**src/rtl/nic_pkg.sv**
```systemverilog
// Shared definitions for the parametrised NIC: register map, status bit
// positions and a constant clog2 helper usable in parameter expressions.
package nic_pkg;

    // Processor register map
    localparam logic [1:0] ADDR_RXBUF  = 2'b00;
    localparam logic [1:0] ADDR_RXSTAT = 2'b01;
    localparam logic [1:0] ADDR_TXBUF  = 2'b10;
    localparam logic [1:0] ADDR_TXSTAT = 2'b11;

    // Status word layout: bit0 flag, count field starting at bit1, ovf at the MSB
    localparam int STAT_NE_BIT   = 0;
    localparam int STAT_FULL_BIT = 0;
    localparam int STAT_CNT_LSB  = 1;

    // Overflow flag position for a given register width
    function automatic int ovf_bit(input int dw);
        return dw - 1;
    endfunction

    // Ceiling log2, valid for n >= 1
    function automatic int clog2(input int n);
        int r;
        int v;
        r = 0;
        v = n - 1;
        while (v > 0) begin
            r = r + 1;
            v = v >> 1;
        end
        return r;
    endfunction

endpackage

```
**src/rtl/nic_fifo.sv**
```systemverilog
// Synchronous FIFO with extra-MSB pointers so full and empty are unambiguous.
// Push is ignored when full and pop is ignored when empty; a push into an empty
// FIFO is not visible at the head until the following cycle.
module nic_fifo
    import nic_pkg::*;
#(
    parameter int W     = 64,
    parameter int DEPTH = 4
) (
    input  logic                    clk,
    input  logic                    rst_n,
    input  logic                    push,
    input  logic [W-1:0]            push_data,
    input  logic                    pop,
    output logic                    full,
    output logic                    empty,
    output logic [clog2(DEPTH):0]   count,
    output logic [W-1:0]            head
);

    localparam int PW = clog2(DEPTH);

    logic [W-1:0] mem [DEPTH];
    logic [PW:0]  wr_ptr;
    logic [PW:0]  rd_ptr;
    logic         do_push;
    logic         do_pop;

    assign full    = (wr_ptr[PW] != rd_ptr[PW]) && (wr_ptr[PW-1:0] == rd_ptr[PW-1:0]);
    assign empty   = (wr_ptr == rd_ptr);
    assign count   = wr_ptr - rd_ptr;
    assign head    = mem[rd_ptr[PW-1:0]];
    assign do_push = push && !full;
    assign do_pop  = pop && !empty;

    // Storage array: data only, no reset needed since pointers gate visibility
    always_ff @(posedge clk) begin
        if (do_push) begin
            mem[wr_ptr[PW-1:0]] <= push_data;
        end
    end

    // Pointer update; reset discards all queued entries
    always_ff @(posedge clk or negedge rst_n) begin
        if (!rst_n) begin
            wr_ptr <= '0;
            rd_ptr <= '0;
        end else begin
            if (do_push) wr_ptr <= wr_ptr + 1'b1;
            if (do_pop)  rd_ptr <= rd_ptr + 1'b1;
        end
    end

endmodule

```
**src/rtl/nic_param.sv**
```systemverilog
// Network interface controller bridging a processor register port to one ring
// router port, with RX/TX FIFOs, occupancy status and a sticky TX overflow flag.
module nic_param
    import nic_pkg::*;
#(
    parameter int DATA_W   = 64,
    parameter int RX_DEPTH = 4,
    parameter int TX_DEPTH = 4,
    parameter int VC_BIT   = DATA_W - 1
) (
    input  logic              clk,
    input  logic              reset,
    input  logic [1:0]        addr,
    input  logic [DATA_W-1:0] d_in,
    input  logic              nicEN,
    input  logic              nicWrEn,
    output logic [DATA_W-1:0] d_out,
    input  logic              net_si,
    output logic              net_ro,
    input  logic [DATA_W-1:0] net_di,
    output logic              net_so,
    input  logic              net_ri,
    output logic [DATA_W-1:0] net_do,
    input  logic              net_polarity
);

    localparam int RCW     = clog2(RX_DEPTH) + 1;
    localparam int TCW     = clog2(TX_DEPTH) + 1;
    localparam int OVF_BIT = ovf_bit(DATA_W);

    logic              rx_full, rx_empty, tx_full, tx_empty;
    logic [RCW-1:0]    rx_count;
    logic [TCW-1:0]    tx_count;
    logic [DATA_W-1:0] rx_head, tx_head;
    logic              rd_en, wr_en;
    logic              rx_push, rx_pop, tx_push, launch;
    logic              ovf, ovf_set, ovf_clr;
    logic [DATA_W-1:0] rd_data;

    assign rd_en   = nicEN && !nicWrEn;
    assign wr_en   = nicEN && nicWrEn;
    assign net_ro  = !rx_full;
    assign rx_push = net_si && net_ro;
    assign rx_pop  = rd_en && (addr == ADDR_RXBUF) && !rx_empty;
    // Full test uses the pre-edge state, so a same-cycle launch never frees a slot
    assign tx_push = wr_en && (addr == ADDR_TXBUF) && !tx_full;
    assign ovf_set = wr_en && (addr == ADDR_TXBUF) && tx_full;
    assign ovf_clr = rd_en && (addr == ADDR_TXSTAT);
    assign launch  = !tx_empty && net_ri && (tx_head[VC_BIT] == net_polarity);

    nic_fifo #(.W(DATA_W), .DEPTH(RX_DEPTH)) u_rx (
        .clk       (clk),
        .rst_n     (reset),
        .push      (rx_push),
        .push_data (net_di),
        .pop       (rx_pop),
        .full      (rx_full),
        .empty     (rx_empty),
        .count     (rx_count),
        .head      (rx_head)
    );

    nic_fifo #(.W(DATA_W), .DEPTH(TX_DEPTH)) u_tx (
        .clk       (clk),
        .rst_n     (reset),
        .push      (tx_push),
        .push_data (d_in),
        .pop       (launch),
        .full      (tx_full),
        .empty     (tx_empty),
        .count     (tx_count),
        .head      (tx_head)
    );

    // Read-data mux for the processor register map
    always_comb begin
        rd_data = '0;
        case (addr)
            ADDR_RXBUF: begin
                if (!rx_empty) rd_data = rx_head;
            end
            ADDR_RXSTAT: begin
                rd_data[RCW:STAT_CNT_LSB] = rx_count;
                rd_data[STAT_NE_BIT]      = !rx_empty;
            end
            ADDR_TXSTAT: begin
                rd_data[OVF_BIT]          = ovf;
                rd_data[TCW:STAT_CNT_LSB] = tx_count;
                rd_data[STAT_FULL_BIT]    = tx_full;
            end
            default: rd_data = '0;
        endcase
    end

    // Registered read data; holds on writes and idle cycles
    always_ff @(posedge clk or negedge reset) begin
        if (!reset) begin
            d_out <= '0;
        end else if (rd_en) begin
            d_out <= rd_data;
        end
    end

    // Sticky overflow flag; a same-cycle overflow beats the clear-on-read
    always_ff @(posedge clk or negedge reset) begin
        if (!reset) begin
            ovf <= 1'b0;
        end else if (ovf_set) begin
            ovf <= 1'b1;
        end else if (ovf_clr) begin
            ovf <= 1'b0;
        end
    end

    // TX launch register: one flit per cycle when the router is ready and the VC phase matches
    always_ff @(posedge clk or negedge reset) begin
        if (!reset) begin
            net_so <= 1'b0;
            net_do <= '0;
        end else if (launch) begin
            net_so <= 1'b1;
            net_do <= tx_head;
        end else begin
            net_so <= 1'b0;
        end
    end

endmodule
```
**config.mk**
```make
export PLATFORM = sky130hd
export DESIGN_NAME = nic_param
export DESIGN_NICKNAME = d
export VERILOG_FILES = /design/src/rtl/nic_pkg.sv /design/src/rtl/nic_fifo.sv /design/src/rtl/nic_param.sv
export SDC_FILE = /design/constraint.sdc
export NUM_CORES = 1
export LEC_CHECK = 0
export BUFFER_PORTS_ARGS = -buffer_cell sky130_fd_sc_hd__clkbuf_2
export CAP_MARGIN = 0
export CORE_MARGIN = 1
export CORE_UTILIZATION = 58
export DETAILED_ROUTE_END_ITERATION = 7
export GPL_TIMING_DRIVEN = 0
export PLACE_DENSITY = 0.81
export SYNTH_ARGS = -nofsm -noshare
export SYNTH_HDL_FRONTEND = slang
export SYNTH_SLANG_ARGS = --single-unit
```
**constraint.sdc**
```tcl
create_clock -name clk -period 5.55 [get_ports clk]
set_clock_uncertainty 0.2 [all_clocks]
set_input_delay 0.555 -clock clk [delete_from_list [all_inputs] [get_ports clk]]
set_output_delay 0.555 -clock clk [all_outputs]
set_load 0.01 [all_outputs]
```
==> results by group, run 1 <==
Status
  – Status: finished clean

Power
  – Lkg Pwr: 11.5 nW
  – Reg power frac: 43.8%
  – Net Sw Power: 4.41 mW
  – Switching Fraction: 29.0%
  – Internal Power: 10.8 mW
  – Tot Pwr: 15.2 mW
  – VDD IR max: 0.379 mV
  – PD cells: 505 nW/um2
  – Combinational share of power: 27.2%
  – Clock share of power: 29.0%

Run
  – Maxcap violations: 0

STA
  – Final hold viol count: 0
  – Least-Margin Pin Slew: 859 ps
  – Fin Hold WS: 50.4 ps
  – Max-slew headroom: 42.7%
  – Tmin final: 3920 ps
  – Number of setup violations in the final report: 0
  – FMAX: 0.255 GHz
  – Period Utilization, post-route: 70.6%
  – RSZ-0062 raised after global routing: false
  – Slew Limit Fails: 0

Floorplanning
  – Die footprint: 43000 um2
  – Die W: 207 um
  – # rows: 74
  – Initial Util: 59.3%
  – Ports: 267
  – Core ar.: 41200 um2
  – Die Height: 207 um

Yosys
  – Synth top area share: 62.9%
  – Main synth FF type: edfxtp_1
  – Synth top area cells: edfxtp_1 (63%), dfrtp_1 (15%), mux4_2 (12%)
  – Ys async rst share: 21.7%
  – Seq cells post-synth: 654
  – Syn Inst Count: 1182
  – Yosys cell types: 32
  – Yosys top cell by area: edfxtp_1
  – Post-synthesis sequential area ratio: 77.4%
  – YS warnings: 0
  – Syn Nets: 1340
  – Mean post-synth cell area: 20.7 um2
  – Mapped Area: 24500 um2
  – Post-synth EDFFs: 512

Setup path
  – Critical Path AT: 3980 ps
  – Reg2Reg Depth: 7
  – WP data required: 5610 ps
  – CP max stage delay: 590 ps
  – RR Endpoint: u_tx.mem[2][24]$_DFFE_PP_
  – CP most frequent cell: clkbuf_1
  – Slowest CP cell: and2_4
  – RR Startpoint: u_tx.rd_ptr[1]$_DFFE_PN0P_
  – CP Launch Type: flip-flop
  – Cells along the critical path: clkbuf_1 -> clkbuf_1 -> inv_1 -> ha_1 -> a31oi_1 -> and2_4 -> buf_12
  – CP Class: flip-flop to flip-flop
  – CP Capture Type: flip-flop
  – Critical Path Fanout Max: 34
  – Reg2reg setup slack: 1630 ps

Routing
  – Remaining DRCs: 0
  – Drt initial violations: 1078
  – Pre-antenna DRT Iters: 5
  – Number of routed nets with antenna violations: 0
  – Average wire per standard cell: 24.7 um
  – Routed WL: 55600 um
  – Vias per cell: 5.93
  – DR vias: 13300

Placement
  – Placed Instances: 1989
  – Placed cell area: 26700 um2
  – # port buffers: 266
  – Detailed placement HPWL: 30300 um
  – Routability cong.: 0.769

Worst hold path
  – Hold depth: 3
  – Hold EP: ovf$_DFFE_PN0P_
  – Hold Crit Class: input port to flip-flop
  – Hold path startpoint: nicWrEn

Cells and area
  – Fill count: 2341
  – Nets: 1813
  – Final cell count without fillers: 2246
  – Design area: 30200 um2
  – Syn-to-layout area delta: 23.4%
  – Core Util, Final: 73.2%
  – Layout cells sized above 1: 34.4%

Clocking
  – Clk sinks: 654
  – Clk buf depth: 3
  – CTS Root Cell: clkbuf_16
  – CTS buffer count: 67
  – Post_cts resized: 0
  – CTS H-Tree Depth: 3
  – Post-CTS setup repair buffer count: 0
  – Clock Latency Late Sink: 600 ps
  – CTS tree: built
  – CTS clock-pin slew for the worst setup and hold paths: 60 ps

GRT
  – Vias in the first global route: 14200
  – Initial antenna violation count: 8
  – Largest net degree at the start of global routing: 95
  – Overflow after GRT: 0
  – First-pass GRT wire length: 84100 um
  – GRT Total Usage: 26.4%
## cells in the mapped netlist (4+ instances only)
library cell  number
edfxtp_1         512
dfrtp_1          142
nand2_1          130
mux4_2           128
nand3_1           63
mux2_4            40
clkbuf_1          27
mux2_2            25
ha_1              19
buf_2             16
inv_1             15
and2_1             8
buf_1              8
o21ai_0            8
xnor2_1            8
a31oi_1            4
buf_6              4
xor2_1             4
## power groups by stage
stage	Clock [mW]	Sequential, mW	Combinational (mW)
finish	4.42	6.67	4.15
global route	4.66	6.73	4.43
CTS	4.46	6.63	4.15
detailed placement	0	6.71	4.02
global placement	0	6.72	3.83
floorplan	0	6.81	2.56
## worst max path at each step
stage                                from                         to  slack, ps  cells after the start
6_report       u_tx.rd_ptr[1]$_DFFE_PN0P_  u_tx.mem[2][24]$_DFFE_PP_       1630                      7
5_1_grt        u_tx.rd_ptr[1]$_DFFE_PN0P_  u_tx.mem[2][24]$_DFFE_PP_       1320                      7
4_1_cts        u_tx.rd_ptr[1]$_DFFE_PN0P_  u_tx.mem[2][25]$_DFFE_PP_       1530                      7
3_5_place_dp   u_tx.rd_ptr[1]$_DFFE_PN0P_  u_tx.mem[2][34]$_DFFE_PP_       1490                      7
3_3_place_gp   u_tx.rd_ptr[1]$_DFFE_PN0P_  u_tx.mem[0][46]$_DFFE_PP_       -350                      6
2_1_floorplan  u_tx.rd_ptr[1]$_DFFE_PN0P_   u_tx.mem[3][0]$_DFFE_PP_       1480                      6
## final cells by class
type | instances | area, um2 | area share, %
well taps | 532 | 666 | 2.21
clock inverters | 26 | 265 | 0.879
flip-flops and latches | 654 | 18900 | 62.7
inverters | 15 | 56.3 | 0.187
diodes | 5 | 12.5 | 0.0415
clock buffers | 97 | 1880 | 6.24
repair buffers | 404 | 2870 | 9.52
plain buffers | 56 | 264 | 0.875
multi-input cells | 457 | 5220 | 17.3
## timing repair
| action | in CTS | in global routing |
|---|---|---|
| hold endpoints to repair | 560 | 0 |
| setup endpoints to repair | 0 | 0 |
| hold buffers | 129 | 0 |
## per-layer routing
metal | global-route usage, % | vias to the layer above | share of wire [%]
met5 | 0 | - | 0.077
met3 | 6.43 | 145 | 8.0
met2 | 45.1 | 654 | 52
li1 | - | 5626 | -
met4 | 10.4 | 6 | 3.4
met1 | 32.8 | 6894 | 37
## sequential cells by signal, summed over array words and instances (netlist names)
name and flops:
ovf 1, u_rx.wr_ptr 3, net_do 64, u_tx.rd_ptr 3
u_tx.wr_ptr 3, u_tx.mem 256, u_rx.mem 256, net_so 1
u_rx.rd_ptr 3, d_out 64
## worst max-delay path: cells and delay by family (launching register included)
family	cells	cell delay, ps
fa+ha+maj	1	350
buf+inv	4	1530
flops	1	390
simple gates	1	590
compound gates	1	510
## placed cells by master, fill, tap and decap left out, types with 3 or more instances in the layout
| cell | instances |
|---|---|
| inv_1 | 15 |
| dlygate4sd3_1 | 129 |
| buf_1 | 8 |
| ha_1 | 19 |
| diode_2 | 5 |
| a31oi_1 | 4 |
| dfrtp_1 | 142 |
| edfxtp_1 | 512 |
| nand2_1 | 130 |
| buf_16 | 8 |
| nand3_1 | 63 |
| mux2_4 | 40 |
| clkbuf_2 | 265 |
| clkbuf_16 | 70 |
| mux4_2 | 128 |
| o21ai_0 | 8 |
| bufinv_16 | 4 |
| and2_4 | 8 |
| clkbuf_1 | 51 |
| xor2_1 | 4 |
| mux2_2 | 25 |
| buf_2 | 16 |
| clkinv_2 | 4 |
| clkinv_1 | 10 |
| buf_6 | 4 |
| xnor2_1 | 8 |
| inv_6 | 3 |
| clkbuf_8 | 4 |
## cells by family after synthesis
group                    Yosys count  share of synthesized area, %
AO/OA/AOI/OAI                     22                         0.594
XOR/XNOR                          13                         0.496
adder cells (fa/ha/maj)           21                          1.14
buffers and inverters             71                          1.31
flip-flops                       654                          77.4
multiplexers                     193                          15.4
AND/OR/NAND/NOR                  208                          3.66
## through the flow
stage	setup WS (ps)	TNS, ps
global route	1320	0
floorplan	1480	0
CTS	1530	0
detailed placement	1490	0
global placement	-355	-145700
finish	1630	0
No activity file was read; power rests on OpenSTA's default activity.
==> run 2: changes to the inputs <==
--- a/config.mk
+++ b/config.mk
@@ -8,10 +8,10 @@
 export BUFFER_PORTS_ARGS = -buffer_cell sky130_fd_sc_hd__clkbuf_2
 export CAP_MARGIN = 0
 export CORE_MARGIN = 1
-export CORE_UTILIZATION = 58
+export CORE_UTILIZATION = 53
 export DETAILED_ROUTE_END_ITERATION = 7
 export GPL_TIMING_DRIVEN = 0
-export PLACE_DENSITY = 0.81
+export PLACE_DENSITY = 0.78
 export SYNTH_ARGS = -nofsm -noshare
 export SYNTH_HDL_FRONTEND = slang
 export SYNTH_SLANG_ARGS = --single-unit
==> constraint.sdc (replaced) <==
create_clock -name clk -period 3.2 [get_ports clk]
set_clock_uncertainty 0.2 [all_clocks]
set_input_delay 0.32 -clock clk [delete_from_list [all_inputs] [get_ports clk]]
set_output_delay 0.32 -clock clk [all_outputs]
set_load 0.01 [all_outputs]
==> run 2 against run 1 <==
Routed wire length down 2.2%. Final cell count is 3.6% higher. Combinational power increased by 76%. First-iteration DRC count down 13%. Count of clock-buffer cells in the layout unchanged. Register-to-register slack worse by 1500 ps. Die area increased by 9.3%. Via count fell by 2.2%. Critical path depth unchanged. Critical endpoint is now u_rx.mem[2][49]$_DFFE_PP_. Highest routed layer unchanged.
==> results by group, run 2 (synthesis results as in run 1) <==
GRT
  – Met2 global-route usage: 40.8%
  – Initial antenna violation count: 4
  – Met3 Use GR: 6.39%
  – Gr busiest metal: met2
  – First-pass GRT wire length: 82300 um
  – Met1 Usage GRT: 28.8%
  – Overflow after GRT: 0
  – Largest net degree at the start of global routing: 93
  – GRT Total Usage: 23.7%
  – Vias in the first global route: 14200

Setup path
  – CP Capture Type: flip-flop
  – Reg2Reg Depth: 7
  – RR Endpoint: u_rx.mem[2][49]$_DFFE_PP_
  – RR Startpoint: u_rx.rd_ptr[1]$_DFFE_PN0P_
  – CP Class: flip-flop to flip-flop
  – Critical Path AT: 3080 ps
  – CP startpoint: u_rx.rd_ptr[1]$_DFFE_PN0P_
  – Reg2reg setup slack: 130 ps
  – Critical Path Fanout Max: 16
  – CP endpoint: u_rx.mem[2][49]$_DFFE_PP_
  – CP Launch Type: flip-flop
  – WP data required: 3210 ps

STA
  – Tmin final: 3070 ps
  – Slew Limit Fails: 0
  – Fin Hold WS: 43.5 ps
  – Period Utilization, post-route: 95.9%
  – Number of setup violations in the final report: 0
  – Least-Margin Pin Slew: 781 ps
  – Final hold viol count: 0
  – RSZ-0062 raised after global routing: false
  – FMAX: 0.326 GHz
  – Max-slew headroom: 47.9%

Power
  – Reg power frac: 43.2%
  – Switching Fraction: 28.7%
  – Clock share of power: 29.4%
  – VDD IR max: 0.605 mV
  – PD cells: 874 nW/um2
  – Tot Pwr: 26.7 mW
  – Net Sw Power: 7.65 mW
  – Internal Power: 19.0 mW
  – Combinational share of power: 27.5%
  – Lkg Pwr: 11.7 nW

Placement
  – Detailed placement HPWL: 30100 um
  – Placed Instances: 2055
  – Placed cell area: 26800 um2
  – Routability cong.: 0.748
  – # port buffers: 266

Cells and area
  – Layout cells sized above 1: 36.1%
  – Area occupied by registers: 18900 um2
  – Design area: 30500 um2
  – Fill count: 2934
  – Multi-input logic area: 5300 um2
  – Syn-to-layout area delta: 24.8%
  – Most frequent cells in the layout: edfxtp_1 (512), clkbuf_2 (268), dfrtp_1 (142)
  – Nets: 1828
  – Final cell count without fillers: 2327
  – Commonest non-fill, non-tap cell in the layout: edfxtp_1

Routing
  – Remaining DRCs: 0
  – Number of routed nets with antenna violations: 0
  – Pre-antenna DRT Iters: 5
  – Average wire per standard cell: 23.4 um
  – DR vias: 13000
  – Vias per cell: 5.60
  – Drt initial violations: 934
  – Routed WL: 54400 um

Clocking
  – Clock Latency Late Sink: 600 ps
  – Clk sinks: 654
  – Clk buf depth: 3
  – CTS buffer count: 67
  – CTS clock-pin slew for the worst setup and hold paths: 60 ps
  – CTS Root Cell: clkbuf_16
  – CTS H-Tree Depth: 3
  – CTS tree: built

Floorplanning
  – # rows: 78
  – Die Height: 217 um
  – Initial Util: 53.8%
  – Core ar.: 45500 um2
  – Ports: 267
  – Die footprint: 47000 um2
  – Die W: 217 um

Status
  – Status: finished clean

Run
  – Maxcap violations: 0

Worst hold path
  – Hold Crit Class: input port to async pin
## run 2: cell count changes in the layout (fill, tap and decap cells not counted), moves of 4 or more
cell,delta
dlygate4sd3_1,+7
clkinv_2,+8
and2_4,+4
clkbuf_8,+6
clkinv_1,-8
clkbuf_1,-13
buf_4,+4
clkinvlp_4,+4
## run 2: routing by layer
layer  vias to the layer above  share of wire [%]
li1                       5654                  -
met1                      6687                 37
met2                       571                 51
met3                       117                8.1
met4                         4                2.9
met5                         -              0.037
## run 2: layout make-up
cell class	count	area share, %
antenna	2	0.0164
clock buffer	97	6.44
multi-input combinational	463	17.4
timing repair buffer	414	9.61
buffer	55	0.915
sequential	654	62.0
inverter	15	0.185
clock inverter	27	0.939
tap	600	2.46
## run 2: power groups by stage
stage / Clock (mW) / Combinational [mW] / Sequential [mW]
finish: 7.83 / 7.32 / 11.5
global route: 8.29 / 7.85 / 11.6
CTS: 7.95 / 7.42 / 11.5
detailed placement: 0 / 6.97 / 11.6
global placement: 0 / 6.73 / 11.6
floorplan: 0 / 4.45 / 11.8
## run 2: stage by stage
| stage | setup TNS, ps | util, % | worst slack (ps) |
|---|---|---|---|
| 6_report | 0 | 67.1 | 131 |
| 5_1_grt | 0 | 67.1 | 20.9 |
| 4_1_cts | 0 | 67.1 | 30.0 |
| 3_5_place_dp | -450670 | 58.8 | -976 |
| 3_3_place_gp | -930650 | 58.4 | -1460 |
| 2_1_floorplan | -61320 | - | -173 |
## run 2: worst min-delay path by stage
stage / slack, ps / depth (start not counted) / to / from
2_1_floorplan: -180 / 0 / d_out[0]$_DFFE_PN0P_ / reset
3_3_place_gp: 260 / 2 / d_out[58]$_DFFE_PN0P_ / d_out[58]$_DFFE_PN0P_
3_5_place_dp: 120 / 1 / net_do[41]$_DFFE_PN0P_ / reset
4_1_cts: 8 / 4 / d_out[63]$_DFFE_PN0P_ / addr[0]
5_1_grt: 60 / 5 / u_rx.wr_ptr[0]$_DFFE_PN0P_ / net_si
6_report: 40 / 2 / net_do[41]$_DFFE_PN0P_ / reset
## run 2: critical path: stages (launching register included)
cell and delay [ps]:
dfrtp_1 420, buf_2 320, clkbuf_4 310, inv_1 100
ha_1 360, a31oi_4 230, buf_4 180, and2_2 560
## run 2: what timing repair did
action / in CTS / in global routing
resized for setup: 18 / 6
hold buffers: 136 / 0
pin swaps: 6 / 0
hold endpoints to repair: 566 / 0
cloned: 6 / 0
setup endpoints to repair: 646 / 238
buffers inserted: 5 / 0
